[config.mk]
export PLATFORM = sky130hd
export DESIGN_NAME = mem_access_flat
export DESIGN_NICKNAME = d
export VERILOG_FILES = /design/src/rtl/mem_access_if.sv /design/src/rtl/mem_access.sv /design/src/flat_wrapper.sv
export SDC_FILE = /design/constraint.sdc
export NUM_CORES = 1
export LEC_CHECK = 0
export BUFFER_PORTS_ARGS = -buffer_cell sky130_fd_sc_hd__buf_4
export CAP_MARGIN = 30
export CORE_MARGIN = 8
export CORE_UTILIZATION = 30
export DETAILED_ROUTE_END_ITERATION = 8
export PLACE_DENSITY = 0.7
export RECOVER_POWER = 50
export SLEW_MARGIN = 0
export SYNTH_ARGS = -nofsm -noshare
export SYNTH_HDL_FRONTEND = slang
export SYNTH_SLANG_ARGS = --single-unit
[constraint.sdc]
create_clock -name clk -period 3.5 [get_ports clk]
set_clock_uncertainty 0.05 [all_clocks]
set_input_delay 0.525 -clock clk [delete_from_list [all_inputs] [get_ports clk]]
set_output_delay 0.525 -clock clk [all_outputs]
set_load 0.05 [all_outputs]
[src/rtl/mem_access_if.sv]
// Data-port bundle between the load/store stage and the memory controller.
// The stage drives the request side (master); the controller answers (slave).
interface mem_access_if;
  logic        mm_e;
  logic [31:0] mm_a;
  logic [31:0] mm_n_i;
  logic        mm_wr;
  logic [1:0]  mm_cu;
  logic        mm_ok;
  logic [31:0] mm_n_o;

  modport master (
    output mm_e, mm_a, mm_n_i, mm_wr, mm_cu,
    input  mm_ok, mm_n_o
  );

  modport slave (
    input  mm_e, mm_a, mm_n_i, mm_wr, mm_cu,
    output mm_ok, mm_n_o
  );
endinterface

[src/rtl/mem_access.sv]
// RV32I load/store stage: one controller request per memory op, then extend.
// Optional MEM_ALIGN_CHECK_EN traps misaligned H/W accesses without a request.
module mem_access (
  input  logic        clk,
  input  logic        rst,
  input  logic        ex_valid,
  input  logic [1:0]  ex_mem,
  input  logic [2:0]  ex_funct3,
  input  logic [31:0] ex_addr,
  input  logic [31:0] ex_sdata,
  input  logic [31:0] ex_res,
  input  logic [4:0]  ex_rd,
  output logic        stall_o,
  output logic        wb_valid,
  output logic [4:0]  wb_rd,
  output logic [31:0] wb_data,
  output logic        misalign,
  mem_access_if.master mm
);

  localparam logic [1:0] IDLE = 2'd0;
  localparam logic [1:0] BUSY = 2'd1;
  localparam logic [1:0] DROP = 2'd2;

  logic [1:0]  state;
  logic [2:0]  f3_q;
  logic [4:0]  rd_q;
  logic        e_q;
  logic [31:0] a_q;
  logic [31:0] ni_q;
  logic        wr_q;
  logic [1:0]  cu_q;
  logic        mis_q;

  logic        is_ld;
  logic        is_st;
  logic        is_mem;
  logic [1:0]  cu_req;
  logic        mis;
  logic [31:0] ld_data;

  assign is_ld  = (ex_mem == 2'b01);
  assign is_st  = (ex_mem == 2'b10);
  assign is_mem = is_ld | is_st;

  // Stores size on funct3[1:0] only; unknown load encodings fall to W.
  always_comb begin
    cu_req = 2'd3;
    if (is_st) begin
      unique case (ex_funct3[1:0])
        2'b00:   cu_req = 2'd0;
        2'b01:   cu_req = 2'd1;
        default: cu_req = 2'd3;
      endcase
    end else begin
      unique case (ex_funct3)
        3'b000, 3'b100: cu_req = 2'd0;
        3'b001, 3'b101: cu_req = 2'd1;
        default:        cu_req = 2'd3;
      endcase
    end
  end

`ifdef MEM_ALIGN_CHECK_EN
  assign mis = is_mem &&
    ((cu_req == 2'd1 && ex_addr[0]) ||
     (cu_req == 2'd3 && ex_addr[1:0] != 2'b00));
`else
  assign mis = 1'b0;
`endif

  // Bytes above the access size come back stale, so mask or extend.
  always_comb begin
    ld_data = mm.mm_n_o;
    unique case (f3_q)
      3'b000: ld_data = {{24{mm.mm_n_o[7]}}, mm.mm_n_o[7:0]};
      3'b001: ld_data = {{16{mm.mm_n_o[15]}}, mm.mm_n_o[15:0]};
      3'b100: ld_data = {24'd0, mm.mm_n_o[7:0]};
      3'b101: ld_data = {16'd0, mm.mm_n_o[15:0]};
      default: ld_data = mm.mm_n_o;
    endcase
  end

  always_ff @(posedge clk or posedge rst) begin
    if (rst) begin
      state    <= IDLE;
      f3_q     <= 3'd0;
      rd_q     <= 5'd0;
      e_q      <= 1'b0;
      a_q      <= 32'd0;
      ni_q     <= 32'd0;
      wr_q     <= 1'b0;
      cu_q     <= 2'd0;
      mis_q    <= 1'b0;
      wb_valid <= 1'b0;
      wb_rd    <= 5'd0;
      wb_data  <= 32'd0;
    end else begin
      wb_valid <= 1'b0;
      mis_q    <= 1'b0;
      unique case (state)
        IDLE: begin
          if (ex_valid) begin
            if (!is_mem) begin
              wb_valid <= 1'b1;
              wb_rd    <= ex_rd;
              wb_data  <= ex_res;
            end else if (mis) begin
              wb_valid <= 1'b1;
              mis_q    <= 1'b1;
              wb_rd    <= 5'd0;
              wb_data  <= 32'd0;
            end else begin
              f3_q  <= ex_funct3;
              rd_q  <= ex_rd;
              a_q   <= ex_addr;
              ni_q  <= ex_sdata;
              wr_q  <= is_st;
              cu_q  <= cu_req;
              e_q   <= 1'b1;
              state <= BUSY;
            end
          end
        end
        BUSY: begin
          if (mm.mm_ok) begin
            e_q      <= 1'b0;
            wb_valid <= 1'b1;
            wb_rd    <= wr_q ? 5'd0 : rd_q;
            wb_data  <= wr_q ? 32'd0 : ld_data;
            state    <= DROP;
          end
        end
        // Wait for ok to clear so the next request is a clean 0->1 edge.
        DROP: begin
          if (!mm.mm_ok) state <= IDLE;
        end
        default: state <= IDLE;
      endcase
    end
  end

  assign stall_o   = (state != IDLE);
  assign misalign  = mis_q;
  assign mm.mm_e   = e_q;
  assign mm.mm_a   = a_q;
  assign mm.mm_n_i = ni_q;
  assign mm.mm_wr  = wr_q;
  assign mm.mm_cu  = cu_q;

endmodule
[src/flat_wrapper.sv]
// flat-port wrapper written by rule: the top's interface ports become plain ports
module mem_access_flat 
  (clk, rst, ex_valid, ex_mem, ex_funct3, ex_addr, ex_sdata, ex_res, ex_rd, stall_o, wb_valid, wb_rd, wb_data, misalign, mm_mm_e, mm_mm_a, mm_mm_n_i, mm_mm_wr, mm_mm_cu, mm_mm_ok, mm_mm_n_o);
  mem_access_if mm_i ();
  input  logic clk;
  input  logic rst;
  input  logic ex_valid;
  input  logic [1:0] ex_mem;
  input  logic [2:0] ex_funct3;
  input  logic [31:0] ex_addr;
  input  logic [31:0] ex_sdata;
  input  logic [31:0] ex_res;
  input  logic [4:0] ex_rd;
  output logic stall_o;
  output logic wb_valid;
  output logic [4:0] wb_rd;
  output logic [31:0] wb_data;
  output logic misalign;
  output wire logic [$bits(mm_i.mm_e)-1:0] mm_mm_e;
  output wire logic [$bits(mm_i.mm_a)-1:0] mm_mm_a;
  output wire logic [$bits(mm_i.mm_n_i)-1:0] mm_mm_n_i;
  output wire logic [$bits(mm_i.mm_wr)-1:0] mm_mm_wr;
  output wire logic [$bits(mm_i.mm_cu)-1:0] mm_mm_cu;
  input wire logic [$bits(mm_i.mm_ok)-1:0] mm_mm_ok;
  input wire logic [$bits(mm_i.mm_n_o)-1:0] mm_mm_n_o;
  assign mm_mm_e = mm_i.mm_e;
  assign mm_mm_a = mm_i.mm_a;
  assign mm_mm_n_i = mm_i.mm_n_i;
  assign mm_mm_wr = mm_i.mm_wr;
  assign mm_mm_cu = mm_i.mm_cu;
  assign mm_i.mm_ok = mm_mm_ok;
  assign mm_i.mm_n_o = mm_mm_n_o;
  mem_access u_core (.clk(clk), .rst(rst), .ex_valid(ex_valid), .ex_mem(ex_mem), .ex_funct3(ex_funct3), .ex_addr(ex_addr), .ex_sdata(ex_sdata), .ex_res(ex_res), .ex_rd(ex_rd), .stall_o(stall_o), .wb_valid(wb_valid), .wb_rd(wb_rd), .wb_data(wb_data), .misalign(misalign), .mm(mm_i));
endmodule
==> metrics.txt, run 1 <==
LEAKAGE 3.35 nW; sequential element share of the synthesized area between 50% and 60%; Worst EP arrival 1960 ps; Final Hold Viols 0; status finished, final reports clean; Post-DP HPWL 12000 um; crit share post-route 72.5%; worst-skew pair later-pin latency 400 ps; CP Max Fanout 22; clock power share 22.4%; H-tree depth 4; Synth Warn # 0; crit path time final 2540 ps; Sequential Power Share between 20% and 30%; total negative slack 0 ps; RSZ-0062 raised after global routing no; Slew @ Worst Pin 826 ps; synth unique cells 35; hold_buf cts 0; diode count 0; routed via count between 4000 and 5000; Congestion Overflow GR 0; Final Net Count between 700 and 800; Post-Synthesis Net Count around 560; total power draw 8.27 mW; DRC 0; Slew Limit Headroom 44.9%; IO buf count 248; Core Box Area approximately 17000 sq um; max frequency a little under 400 MHz; CTS Sinks 116; Synth async-reset ratio 100%; first-pass GRT wire length 26100 um; endpoints failing setup 0; Post-DRT Antenna Nets 0; crit path kind flip-flop to output port; fin worst setup slack 961 ps; Post-Synthesis Cells 415; Crit path max-delay family flip-flops; R2R Setup Slk 1350 ps; post-synth top area share ~55%; Post-CTS Resized 0; synthesized cell area roughly 5200 sq um; FP Rows 48; CP max stage delay between 700 and 800 ps; postcts setup bufs 0; Clock Tree Root clkbuf_16; Sw Ratio 47.3%; largest net degree at the start of global routing 117; syn avg cell area 12.6 sq um; Die Area 22000 sq um; WP buf/inv 2; CP most frequent cell buf_4; layout cells sized above 1 47.7%; GRT Overall Usage approximately 15%; post-route cell area 7750 sq um; Setup WS pre-CTS about 1000 ps; Via density approximately 4.9; #FFs+latches synth 116; startpoint types flip-flop; Synth Flop Type dfrtp_1; CTS tree yes; CP max-delay cell dfrtp_1; Synth area leaders dfrtp_1, mux2_2, o21a_1; number of synthesized flops with an enable pin 0; Die H 148 um; total iterations of the first detailed-routing run 4; fin util 45.1%; die extent in x between 100 and 150 um; power density cells 1070 nW/um^2; antenna violations before repair 0; Ports between 200 and 300; Worst-path clk slew roughly 50 ps; share of total power in combinational logic 49.6%; crit-path cells buf_4 > or2_2 > buf_4; Layout area overhead 47.9%; routability cong. 0.727; vias in the first global route 4769; Avg WL per Cell 18.4 um; Hold WC Path Type input port to async pin; Num CTS Buffers 17; maximum vdd drop 0.000522 V; Req. time, crit path 2920 ps; Int Pwr 4.36 mW; max-slew violation count 0; Placement Cell Area 7310 sq um; Switch Pwr slightly below 4 mW; largest area contributor in the netlist dfrtp_1; Iter 0 DRT Violations 183; CTS Buffer Depth 2; crit end category output port; Starting Density 30.5%; final WL approximately 16000 um; Max Cap Violations 0
## cells by family after synthesis
logic type,synth area share [%]
other cells,0.0715
fa+ha+maj,0.239
mux,15.7
compound gates,15.5
simple gates,9.12
buf+inv,3.99
flops,55.4
## worst paths after layout
kind	cells past startpoint	endpoint	start
min in group clk	2	u_core.mm.mm_a[9]$_DFFE_PP0P_	ex_addr[9]
worst min-delay path	3	u_core.mm.mm_n_i[29]$_DFFE_PP0P_	rst
worst max register to register	3	u_core.wb_data[28]$_DFFE_PP0P_	u_core.state[1]$_DFFE_PP0P_
max in group asynchronous	3	u_core.state[1]$_DFFE_PP0P_	rst
worst max-delay path	3	stall_o	u_core.state[1]$_DFFE_PP0P_
worst min register to register	1	u_core.mm.mm_a[11]$_DFFE_PP0P_	u_core.mm.mm_a[11]$_DFFE_PP0P_
## cells in the mapped netlist, drive strengths merged, types with 2 or more instances
cell,n
a221oi,16
nor4b,2
clkbuf,16
o21a,24
a21oi,30
nor4bb,13
or2,2
a31oi,8
buf,22
nor3,21
o32a,16
dfrtp,116
nor2,3
mux2,72
o21ai,12
nand2b,10
nand2,18
inv,4
## layout by cell type, fill, tap and decap left out, types with 2 or more instances in the layout
master	netlist	routed
a21oi_1	30	29
a221oi_1	6	6
a221oi_2	10	10
a31oi_1	8	8
buf_12	0	2
buf_4	6	202
bufinv_16	0	4
clkbuf_1	16	52
clkbuf_16	0	17
clkbuf_8	0	2
clkinv_2	0	4
clkinv_4	0	3
clkinvlp_4	0	2
dfrtp_1	116	116
inv_1	4	3
mux2_1	10	10
mux2_2	62	62
nand2_1	18	18
nand2b_1	10	10
nor2_1	3	3
nor3_1	21	21
nor4bb_1	13	13
o21a_1	24	24
o21ai_0	12	12
o32a_1	16	16
## power by group through the flow
stage               logic, mW  clock network, mW  registers, mW
floorplan                1.09                  0           4.22
global placement         4.34                  0           2.32
detailed placement       4.39                  0           2.35
CTS                      4.39               1.91           2.33
global route             4.31               1.96           2.41
finish                   4.10               1.85           2.32
## sequential cells by signal (all words and copies together), names as in the netlist
| signal | cells |
|---|---|
| u_core.state | 2 |
| u_core.mm.mm_wr | 1 |
| u_core.mm.mm_cu | 2 |
| u_core.wb_data | 32 |
| u_core.mm.mm_e | 1 |
| u_core.f3_q | 3 |
| u_core.rd_q | 5 |
| u_core.wb_valid | 1 |
| u_core.mm.mm_n_i | 32 |
| u_core.wb_rd | 5 |
| u_core.mm.mm_a | 32 |
## cell type report
class                   count  area, sq um
clock inverters            13          181
inverters                   5         20.0
repair buffers            258         1770
flip-flops and latches    116         2900
clock buffers              19          453
fillers                  1672         9430
well taps                 225          282
multi-input cells         256         2140
## stage by stage
stage          instances  hold WS, ps
6_report             892          273
5_1_grt              892          266
4_1_cts              892          256
3_5_place_dp         860          426
3_3_place_gp         859          420
2_1_floorplan        415          422
## worst min-delay path, stage by stage
cell and delay [ps]:
clkbuf_4 110, clkinvlp_2 90, buf_12 470
## routing by layer
metal  up-vias  track usage, %  wire [um]
met2       185            24.5       8080
li1       2026               -          -
met3        18            7.41       1640
met5         -               0          0
met4         0            4.64        220
met1      2108            16.9       6430
No activity file was read; power rests on OpenSTA's default activity.
==> run 2, diff against run 1 <==
--- a/config.mk
+++ b/config.mk
@@ -5,12 +5,13 @@
 export SDC_FILE = /design/constraint.sdc
 export NUM_CORES = 1
 export LEC_CHECK = 0
+export ABC_AREA = 1
 export BUFFER_PORTS_ARGS = -buffer_cell sky130_fd_sc_hd__buf_4
 export CAP_MARGIN = 30
 export CORE_MARGIN = 8
 export CORE_UTILIZATION = 30
 export DETAILED_ROUTE_END_ITERATION = 8
-export PLACE_DENSITY = 0.7
+export PLACE_DENSITY = 0.68
 export RECOVER_POWER = 50
 export SLEW_MARGIN = 0
 export SYNTH_ARGS = -nofsm -noshare
==> constraint.sdc (replaced) <==
create_clock -name clk -period 2.4 [get_ports clk]
set_clock_uncertainty 0.05 [all_clocks]
set_input_delay 0.36 -clock clk [delete_from_list [all_inputs] [get_ports clk]]
set_output_delay 0.36 -clock clk [all_outputs]
set_load 0.05 [all_outputs]
==> metrics.txt, run 2 <==
final hold slack about 92 ps; Final Net Count about 1000; crit-path cells nor2_4 > nand2_4 > nand2_4 > inv_2 > nand2_1 > nand2_1; status complete, but fails checks; Slew Limit Headroom -8.89%; Worst-path clk slew 50 ps; CP max-delay cell dfrtp_1; largest family of logic cells by synthesized area simple AND/OR/NAND/NOR gates; Final Hold Viols 0; mux share of post-synthesis cell area 0%; area of the multi-input gates 1950 sq um; DRC 0; total negative slack 0 ps; first-pass GRT wire length 27200 um; CP Max Fanout 36; endpoints failing setup 0; layout cells sized above 1 27.3%; maximum vdd drop 0.000865 V; postcts setup bufs 0; met1 wire length 7100 um; post-synthesis adder-cell area fraction 0.241%; simple-gate share of the synthesized area 31.4%; FP Rows 48; crit path time final 1790 ps; number of synthesized flops with an enable pin 0; CTS Buffer Depth 2; Reg area 2900 sq um; routability cong. 0.788; final WL 16900 um; Post-Synthesis Cells 658; antenna violations before repair 0; #FFs+latches synth 116; max frequency around 560 MHz; Num CTS Buffers 17; Post-Synthesis Net Count 801; Iter 0 DRT Violations 282; synthesized cell area around 5200 sq um; Clock Tree Root clkbuf_16; CP max stage delay 490 ps; CTS tree yes; crit share post-route 74.4%; sequential element share of the synthesized area 55.9%; GRT Overall Usage 15.6%; Hold WC Path Type input port to flip-flop; Synth Flop Type dfrtp_1; Req. time, crit path 2640 ps; Core Box Area 17100 sq um; diode count 0; Die Area 21800 sq um; Avg WL per Cell 14.9 um; Ports 250; Synth Area in XOR/XNOR 0%; startpoint types flip-flop; syn avg cell area 7.90 sq um; Starting Density about 30%; max-slew violation count between 100 and 150; crit path kind flip-flop to flip-flop; crit end category flip-flop; power density cells 1600 nW/um^2; fill count 1755; Via density between 4 and 5; Synth async-reset ratio 100%; die extent in x 148 um; Layout area overhead 47.7%; Synth Area in Compound Gates 5.88%; Synth Warn # 0; hold_buf cts 0; failing checks capacitance limit, slew limit; fin worst setup slack roughly 610 ps; Die H about 150 um; post-route cell area 7670 sq um; RSZ-0062 raised after global routing no; CTS Sinks 116; Post-DP HPWL approximately 12000 um; Synth area leaders dfrtp_1, nand2_1, nor2_1; IO buf count 248; most frequent cells in the layout nand2_1, buf_4, dfrtp_1; vias in the first global route about 5300; largest net degree at the start of global routing 117; Max Cap Violations 1; routed via count 5009; commonest non-fill, non-tap cell in the layout nand2_1; LEAKAGE approximately 4.1 nW; met2 WL 7760 um; H-tree depth 4; post-synth top area share between 50% and 60%; Congestion Overflow GR 0; commonest cells in the netlist nand2_1, dfrtp_1, nor2_1; Setup WS pre-CTS 447 ps; Post-DRT Antenna Nets 0; top sig layer met4; largest area contributor in the netlist dfrtp_1; worst-skew pair later-pin latency 400 ps; Worst EP arrival 2030 ps; total iterations of the first detailed-routing run 4; count leader, synth nand2_1; DR WL met3 ~1800 um; Post-CTS Resized 0; Placement Cell Area between 7000 and 8000 sq um; Slew @ Worst Pin 1630 ps; synth unique cells 24
==> run 2: path summary, 6_finish.rpt <==
| kind | from | to | slack [ps] | cells after the start |
|---|---|---|---|---|
| worst max register to register | u_core.state[0]$_DFFE_PP0P_ | u_core.wb_data[14]$_DFFE_PP0P_ | 610 | 6 |
| worst max-delay path | u_core.state[0]$_DFFE_PP0P_ | u_core.wb_data[14]$_DFFE_PP0P_ | 610 | 6 |
| worst min-delay path | ex_sdata[18] | u_core.mm.mm_n_i[18]$_DFFE_PP0P_ | 90 | 3 |
| min in group asynchronous | rst | u_core.rd_q[2]$_DFFE_PP0P_ | 460 | 3 |
| worst min register to register | u_core.mm.mm_n_i[29]$_DFFE_PP0P_ | u_core.mm.mm_n_i[29]$_DFFE_PP0P_ | 420 | 2 |
| max in group asynchronous | rst | u_core.mm.mm_n_i[15]$_DFFE_PP0P_ | 740 | 3 |
==> run 2: worst max-delay path, delay by kind of cell (launching register included) <==
kind / cells / cell delay [ps]
simple gates: 5 / 910
flops: 1 / 490
buf+inv: 1 / 200
==> run 2: metal layers <==
| metal | track usage, % | up-vias |
|---|---|---|
| met1 | 18.3 | 2292 |
| li1 | - | 2489 |
| met3 | 7.55 | 15 |
| met5 | 0 | - |
| met2 | 24.4 | 213 |
| met4 | 5.10 | 0 |
==> run 2: logic make-up (layout without fill, tap and decap cells) <==
logic type / after synthesis / in the layout
simple gates: 415 / 415
flops: 116 / 116
compound gates: 57 / 57
fa+ha+maj: 1 / 1
other cells: 1 / 1
buf+inv: 68 / 322
==> run 2: power by group <==
part | switching, mW | leakage (nW) | internal, mW | total [mW]
combinational | 4.60 | 2.41 | 1.48 | 6.08
sequential | 0.538 | 1.41 | 2.85 | 3.39
clock | 0.877 | 0.321 | 1.91 | 2.78
total | 6.01 | 4.15 | 6.23 | 12.2
==> run 2: final cells by class <==
| type | count | area share [%] |
|---|---|---|
| Sequential cell | 116 | 37.8 |
| Multi-Input combinational cell | 474 | 25.5 |
| Timing Repair Buffer | 256 | 22.8 |
| Clock buffer | 20 | 6.08 |
| Tap cell | 225 | 3.67 |
| Clock inverter | 10 | 2.33 |
| Inverter | 36 | 1.78 |
==> run 2: through the flow <==
stage | util (%) | total power [mW] | std cells
floorplan | - | 7.78 | 658
global placement | 42.3 | 9.85 | 1107
detailed placement | 42.3 | 9.91 | 1107
CTS | 46.0 | 12.8 | 1137
global route | 44.8 | 12.9 | 1137
finish | 44.8 | 12.2 | 1137
